<file path="src/rtl/z80_int_daisy_arbiter.sv">
// Z80 mode-2 interrupt daisy-chain arbiter: per-source IP/IUS tracking, int_n generation,
// vector supply during interrupt acknowledge, and RETI (ED 4D) snooping to retire service.
module z80_int_daisy_arbiter #(
  parameter int NUM_SRC = 4
) (
  input  logic                 clock,
  input  logic                 reset_n,
  input  logic                 clock_ena,
  input  logic [NUM_SRC-1:0]   int_req,
  input  logic [8*NUM_SRC-1:0] vec_in,
  input  logic [7:0]           cpu_din,
  input  logic                 m1_n,
  input  logic                 iorq_n,
  input  logic                 rd_n,
  input  logic                 iei,
  output logic                 ieo,
  output logic                 int_n,
  output logic [7:0]           dout,
  output logic                 dout_en,
  output logic [NUM_SRC-1:0]   ius
);

  typedef enum logic {
    RETI_IDLE,
    RETI_GOT_ED
  } reti_state_t;

  reti_state_t        reti_state;
  logic [NUM_SRC-1:0] ip;
  logic [NUM_SRC-1:0] ius_q;
  logic [7:0]         vec_q;
  logic               ack_q;
  logic               owned;
  logic               fetch_q;

  logic [NUM_SRC-1:0] eligible;
  logic [NUM_SRC-1:0] win_onehot;
  logic [NUM_SRC-1:0] set_mask;
  logic [NUM_SRC-1:0] clr_mask;
  logic [7:0]         win_vec;
  logic               blocked;
  logic               any_eligible;
  logic               ack;
  logic               ack_start;
  logic               grant;
  logic               fetch_lvl;
  logic               fetch_step;
  logic               reti_hit;

  // A source is blocked by its own IUS bit and by every higher-priority IUS bit.
  always_comb begin
    // NOTE: every always_comb output gets a default before any conditional logic,
    // so no path leaves it unassigned and no latch is inferred.
    blocked  = 1'b0;
    eligible = '0;
    for (int i = 0; i < NUM_SRC; i++) begin
      blocked     = blocked | ius_q[i];
      eligible[i] = ip[i] & ~blocked;
    end
  end

  assign any_eligible = |eligible;
  assign win_onehot   = eligible & (~eligible + NUM_SRC'(1));

  always_comb begin
    win_vec = 8'hFF;
    for (int i = 0; i < NUM_SRC; i++) begin
      if (win_onehot[i]) win_vec = vec_in[8*i +: 8];
    end
  end

  assign ack       = ~m1_n & ~iorq_n;
  assign ack_start = clock_ena & ack & ~ack_q;
  assign grant     = ack_start & iei & any_eligible;
  assign set_mask  = grant ? win_onehot : '0;

  // Opcode fetches are edge-detected so a multi-cycle M1 read advances the decoder once.
  assign fetch_lvl  = ~m1_n & ~rd_n & iorq_n;
  assign fetch_step = clock_ena & fetch_lvl & ~fetch_q;
  assign reti_hit   = fetch_step & (reti_state == RETI_GOT_ED) & (cpu_din == 8'h4D);
  assign clr_mask   = (reti_hit & iei) ? (ius_q & (~ius_q + NUM_SRC'(1))) : '0;

  always_ff @(posedge clock) begin
    // NOTE: sequential state uses non-blocking assignments so every register samples
    // pre-edge values; the reset is synchronous and overrides clock_ena.
    if (!reset_n) begin
      ip         <= '0;
      ius_q      <= '0;
      vec_q      <= 8'hFF;
      ack_q      <= 1'b0;
      owned      <= 1'b0;
      fetch_q    <= 1'b0;
      reti_state <= RETI_IDLE;
    end else if (clock_ena) begin
      ack_q   <= ack;
      fetch_q <= fetch_lvl;
      // A request coinciding with the grant keeps IP set; a set IUS bit beats a RETI clear.
      ip      <= (ip & ~set_mask) | int_req;
      ius_q   <= (ius_q & ~clr_mask) | set_mask;

      if (grant) begin
        vec_q <= win_vec;
        owned <= 1'b1;
      end else if (ack_start || !ack) begin
        owned <= 1'b0;
      end

      if (fetch_step) begin
        unique case (reti_state)
          RETI_IDLE:   reti_state <= (cpu_din == 8'hED) ? RETI_GOT_ED : RETI_IDLE;
          RETI_GOT_ED: reti_state <= (cpu_din == 8'hED) ? RETI_GOT_ED : RETI_IDLE;
          default:     reti_state <= RETI_IDLE;
        endcase
      end
    end
  end

  assign int_n   = ~(iei & any_eligible);
  assign ieo     = iei & ~|ius_q & int_n;
  assign dout_en = ack & owned;
  assign dout    = dout_en ? vec_q : 8'hFF;
  assign ius     = ius_q;

endmodule

</file>
<file path="config.mk">
export PLATFORM = sky130hd
export DESIGN_NAME = z80_int_daisy_arbiter
export DESIGN_NICKNAME = d
export VERILOG_FILES = /design/src/rtl/z80_int_daisy_arbiter.sv
export SDC_FILE = /design/constraint.sdc
export NUM_CORES = 1
export LEC_CHECK = 0
export BUFFER_PORTS_ARGS = -buffer_cell sky130_fd_sc_hd__buf_4
export CAP_MARGIN = 30
export CORE_MARGIN = 4
export CORE_UTILIZATION = 43
export CTS_BUF_LIST = sky130_fd_sc_hd__clkbuf_8 sky130_fd_sc_hd__clkbuf_16
export CTS_CLUSTER_DIAMETER = 80
export CTS_CLUSTER_SIZE = 16
export DETAILED_ROUTE_END_ITERATION = 12
export PLACE_DENSITY = 0.76
export SETUP_SLACK_MARGIN = 0.3
export SLEW_MARGIN = 0
export SYNTH_ARGS = -nofsm -noshare
export SYNTH_HDL_FRONTEND = slang
export SYNTH_SLANG_ARGS = --single-unit
</file>
<file path="constraint.sdc">
create_clock -name clock -period 1.6 [get_ports clock]
set_clock_uncertainty 0.15 [all_clocks]
set_input_delay 0.16 -clock clock [delete_from_list [all_inputs] [get_ports clock]]
set_output_delay 0.16 -clock clock [all_outputs]
set_load 0.01 [all_outputs]
</file>
# Word level (Yosys, flattened, before mapping)

Cells that the tools add are included.
W data, S select, Z words.

Register bits: 20
Word-level logic and storage cells: 73

Equality and inequality tests: 2
Bitwise logic cells: 43
Muxes and demuxes: 10
Add/subtract/negate cells: 2
Reductions and logical operators: 9

Operators with widths:

| operator              | count |
|---|---|
| $mux W8               | 5 |
| $and A1 B1 Y1         | 20 |
| $and A4 B4 Y4         | 4 |
| $not A4 Y4            | 4 |
| $not A1 Y1            | 10 |
| $add A4 B1 Y4 const B | 2 |
| $eq A8 B7 Y1 const B  | 1 |
| $eq A8 B8 Y1 const B  | 1 |
| $mux W4               | 2 |
| $or A4 B4 Y4          | 2 |
| $reduce_or A4 Y1      | 2 |
| $reduce_and A2 Y1     | 3 |
| $mux W1               | 3 |
| $or A1 B1 Y1          | 3 |
| $logic_not A1 Y1      | 2 |
| $reduce_bool A2 Y1    | 1 |
| $logic_or A1 B1 Y1    | 1 |

# Longest topological paths before layout

Depth after elaboration: 12
Mapped depth: 6
Depth with buffers taken out: 4

# Worst setup path after synthesis

No wires, ideal clock.

Kind: register -> output
Start point: reg ius_q[0], in the netlist ius[0]
End point: out int_n
Stages on the path, launching flop included: 6
Setup slack: 0.043 ns
Arrival time: 1.247 ns
Cell sequence: dfxtp_1 > nor3_1 > buf_2 > o21a_1 > buf_2 > o21ai_1

Word-level cells in the longest chain between the ends: 8

Ends and longest elaborated chain:

| element                    | RTL line | text |
|---|---|---|
| start, declared            | 30       | `logic [NUM_SRC-1:0] ius_q;` |
| start signal, assigned     | 99       | `ius_q <= (ius_q & ~clr_mask) \| set_mask;` |
| $or A1 B1 Y1 (3 in series) | 57       | `blocked = blocked \| ius_q[i];` |
| $not A1 Y1                 | 58       | `eligible[i] = ip[i] & ~blocked;` |
| $and A1 B1 Y1              | 58       |  |
| $reduce_or A4 Y1 (*)       | 62       | `assign any_eligible = \|eligible;` |
| $and A1 B1 Y1 (*)          | 118      | `assign int_n = ~(iei & any_eligible);` |
| $not A1 Y1 (*)             | 118      |  |
| end, declared              | 17       | `output logic int_n,` |

Every way passes the cells marked *; elsewhere a longest branch is shown, timed or not.

# Final worst setup path

Start point: reg ius_q[1], in the netlist ius[1]
End point: reg vec_q[2]

Word-level cells in the longest chain between the ends: 9

Ends and longest elaborated chain:

| element                                           | RTL line | text |
|---|---|---|
| $or A1 B1 Y1 (*)                                  | 57       |  |
| $not A1 Y1 / $or A1 B1 Y1 (equally long branches) | 58, 57   |  |
| $and A1 B1 Y1 (tied with other cells)             | 58       |  |
| $not A4 Y4 (tied with other cells)                | 63       | `assign win_onehot = eligible & (~eligible + NUM_SRC'(1));` |
| $add A4 B1 Y4 (tied with other cells)             | 63       |  |
| $and A4 B4 Y4 (tied with other cells)             | 63       |  |
| $mux W8 (tied with other cells)                   | 68       | `if (win_onehot[i]) win_vec = vec_in[8*i +: 8];` |
| $mux W8 / $and A4 B4 Y4 (equally long branches)   | 68, 63   |  |
| $mux W8                                           | 68       |  |
| end signal, assigned                              | 102      | `vec_q <= win_vec;` |
| end, declared                                     | 31       | `logic [7:0] vec_q;` |

Marked as above.
A chain may end at the register's enable or synchronous reset.

==> run summary <==
WL per Instance: 17.1 um
Worst Path Class, Setup: reg2reg
Placed insts: 314
Synth Cell Area: 1580 sq um
Worst R2R Start: ius[1]
Register bit total from synthesis: 20
Critical path peak fanout: 8
Clock network power share: 25.4%
Failing checks: hold timing, setup timing
RSZ-0062 raised after global routing: yes
Min-Delay Startpoint: int_req[1]
Starting density of the core: 45.9%
Worst EP required: 1610 ps
Root buf cell: clkbuf_8
Initial antenna violation count: 0
Yosys warns: 0
Hold crit path type: in2reg
Die ar.: 4710 sq um
Slew Limit Headroom: 75.6%
Sequential area share after synthesis: 25.3%
Worst R2R Path Depth: 6
TritonCTS buffer count: 3
Clock Sinks: 20
Mux cell area share after synthesis: 1.27%
Max Cap Viol: 0
Min Hold Slack: -0.411 ps
Top post-synthesis cells by count: dfxtp_1 (20), nor2b_1 (20), nand2b_1 (18), nor3_1 (18), nor4b_1 (16)
Flop pwr share: 38.0%
Max Fclk: 590 MHz
Pwr dens: 493 nW/um^2
Core box area: 3440 sq um
Vias per cell: 5.67
Post-synth EDFFs: 0
Largest net degree at the start of global routing: 18
Drt pass-1 iters: 4
Synth Area in Adders: 0%
Clock latency on the worst-skew pair: 270 ps
Maximum VDD drop: 0.390 mV
R2R Path End: vec_q[2]
Hold Path Sink: ip[1]
Post-Synth XOR/XNOR Area: 0%
Net switching fraction of the power: 31.1%
Largest area contributor in the netlist: dfxtp_1
Slew Limit Fails: 0
Residual DRC count: 0
Area of the multi-input gates: 1450 sq um
Chip width: 68.6 um
FP Rows: 21
R2r setup slk: -100 ps
Synth top area share: 25.3%
Int Power: 952 uW
Filler Cell Count: 229
CTS max path bufs: 2
Fin crit share: 106%
Comb power frac: 36.6%
Status: complete, but fails checks
Worst EP arrival: 1700 ps
Asr flop ratio synth: 0%
Final Hold Fails: 1
Cell Area, Placed: 2410 sq um
H-Tree Depth: 1
CTS tree: built
Finished Cell Area: 2800 sq um
Final WL: 5.70 mm
Gr usage total: 23.4%
Die Span Y: 68.6 um
Largest family of logic cells by synthesized area: simple AND/OR/NAND/NOR gates
Net Switching: 429 uW
Synth-to-Final Area Change: 77.0%
Startpoint Class: flop
Average footprint of a synthesized cell: 7.82 sq um
Fin nets: 340
DRT antenna net count: 0
Simple-gate area share of the yosys netlist: 45.4%
IO Count: 66
Post-layout min period: 1700 ps
Most used flip-flop cell after synthesis: dfxtp_1
I/O Buffers: 65
ANT cells: 0
Leakage: 1.09 nW
Slew @ Worst Pin: 364 ps
Setup violators final: 11
Gpl congestion: 0.849
Syn Nets: 253
CTS clock-pin slew for the worst setup and hold paths: 80 ps
Grt total ovfl: 0
Layout cells sized above 1: 58.0%
Final worst slack: -95.5 ps
Hold path cells: 3
Vias in the first global route: 1,780
Unique masters post-synth: 41
Top post-synthesis cells by area: dfxtp_1 (25%), nor4b_1 (8.9%), nor2b_1 (7.9%)
FF/Latch Area: 419 sq um
CP Capture Type: flop
Via count: 1,893
Post-synthesis compound-gate area fraction: 22.1%
1st-iter DRT viols: 96
First-pass GRT wire length: 8.26 mm
Synth Instances: 202
DPL Wire Length: 3.80 mm
Final Non-Filler Cells: 334
-- registers in the layout, summed over array words and instances, names as in the netlist --
register,count
vec_q,8
ip,4
ius,4
ack_q,1
fetch_q,1
owned,1
reti_state,1
-- cells in the final DEF (no fill, tap or decap), types with 3 or more instances in the layout --
cell type	instances
o21bai_1	9
nor4b_4	3
nor4b_2	13
buf_4	85
nand3_1	3
a221oi_2	8
nand2b_4	4
clkbuf_8	3
buf_6	11
dfxtp_1	11
nor2_1	9
dfxtp_4	3
o211ai_1	8
nand2b_1	14
nor2b_1	18
nor3_1	15
nand2_1	10
dfxtp_2	6
-- critical path: stages (launching register included) --
cell and delay (ps):
dfxtp_4 380, buf_4 140, nor2b_2 170, o21bai_1 160, buf_4 220, a221oi_2 290, nor3_1 70
-- cell type report --
| cell class | count | share of cell area, % |
|---|---|---|
| repair buffers | 100 | 29.6 |
| flip-flops and latches | 20 | 15.0 |
| clock buffers | 3 | 1.48 |
| clock inverters | 1 | 0.134 |
| well taps | 46 | 2.06 |
| inverters | 1 | 0.134 |
| multi-input cells | 163 | 51.7 |
-- power groups by stage --
stage / clock, mW / combinational, mW / sequential [mW]
floorplan: 0 / 0.246 / 0.535
global placement: 0 / 0.418 / 0.538
detailed placement: 0 / 0.421 / 0.538
CTS: 0.353 / 0.460 / 0.524
global route: 0.381 / 0.539 / 0.527
finish: 0.351 / 0.505 / 0.525
-- worst max path at each step --
stage,from,to,depth (start not counted)
final,ius[1],vec_q[2],6
after global routing,ius[1],vec_q[6],6
after CTS,ius[0],int_n,4
after detailed placement,ip[0],ip[3],5
after global placement,cpu_din[1],ius[1],5
after floorplan,ius[3],vec_q[0],5
-- what timing repair did --
action                                 CTS  global route
gates cloned                             1             0
setup endpoints to repair               28            27
endpoints found under the hold margin    1             0
buffers inserted                         8             6
pin swaps                                5            18
hold buffers                             1             0
gates resized for setup                 17            30
-- kinds of logic after synthesis --
group | after synthesis
flops | 20
simple gates | 114
buf+inv | 20
mux | 2
compound gates | 46
-- metrics by stage --
step	power, mW	setup TNS (ps)	util [%]	hold WS [ps]	setup WS (ps)
detailed placement	0.960	0	70.1	274	7.52
floorplan	0.780	0	-	152	193
CTS	1.34	-30.3	75.7	1.59	-17.1
global route	1.45	-1460	81.3	10.8	-201
global placement	0.957	0	70.1	271	42.7
finish	1.38	-823	81.3	-0.411	-95.5
-- per-layer routing --
layer | vias to the layer above | track usage, % | share of wire [%]
li1 | 924 | - | -
met1 | 885 | 29.3 | 41
met2 | 69 | 40.9 | 52
met3 | 15 | 3.08 | 4.7
met4 | 0 | 7.94 | 2.8
met5 | - | 0 | 0
No activity file was read; power rests on OpenSTA's default activity.
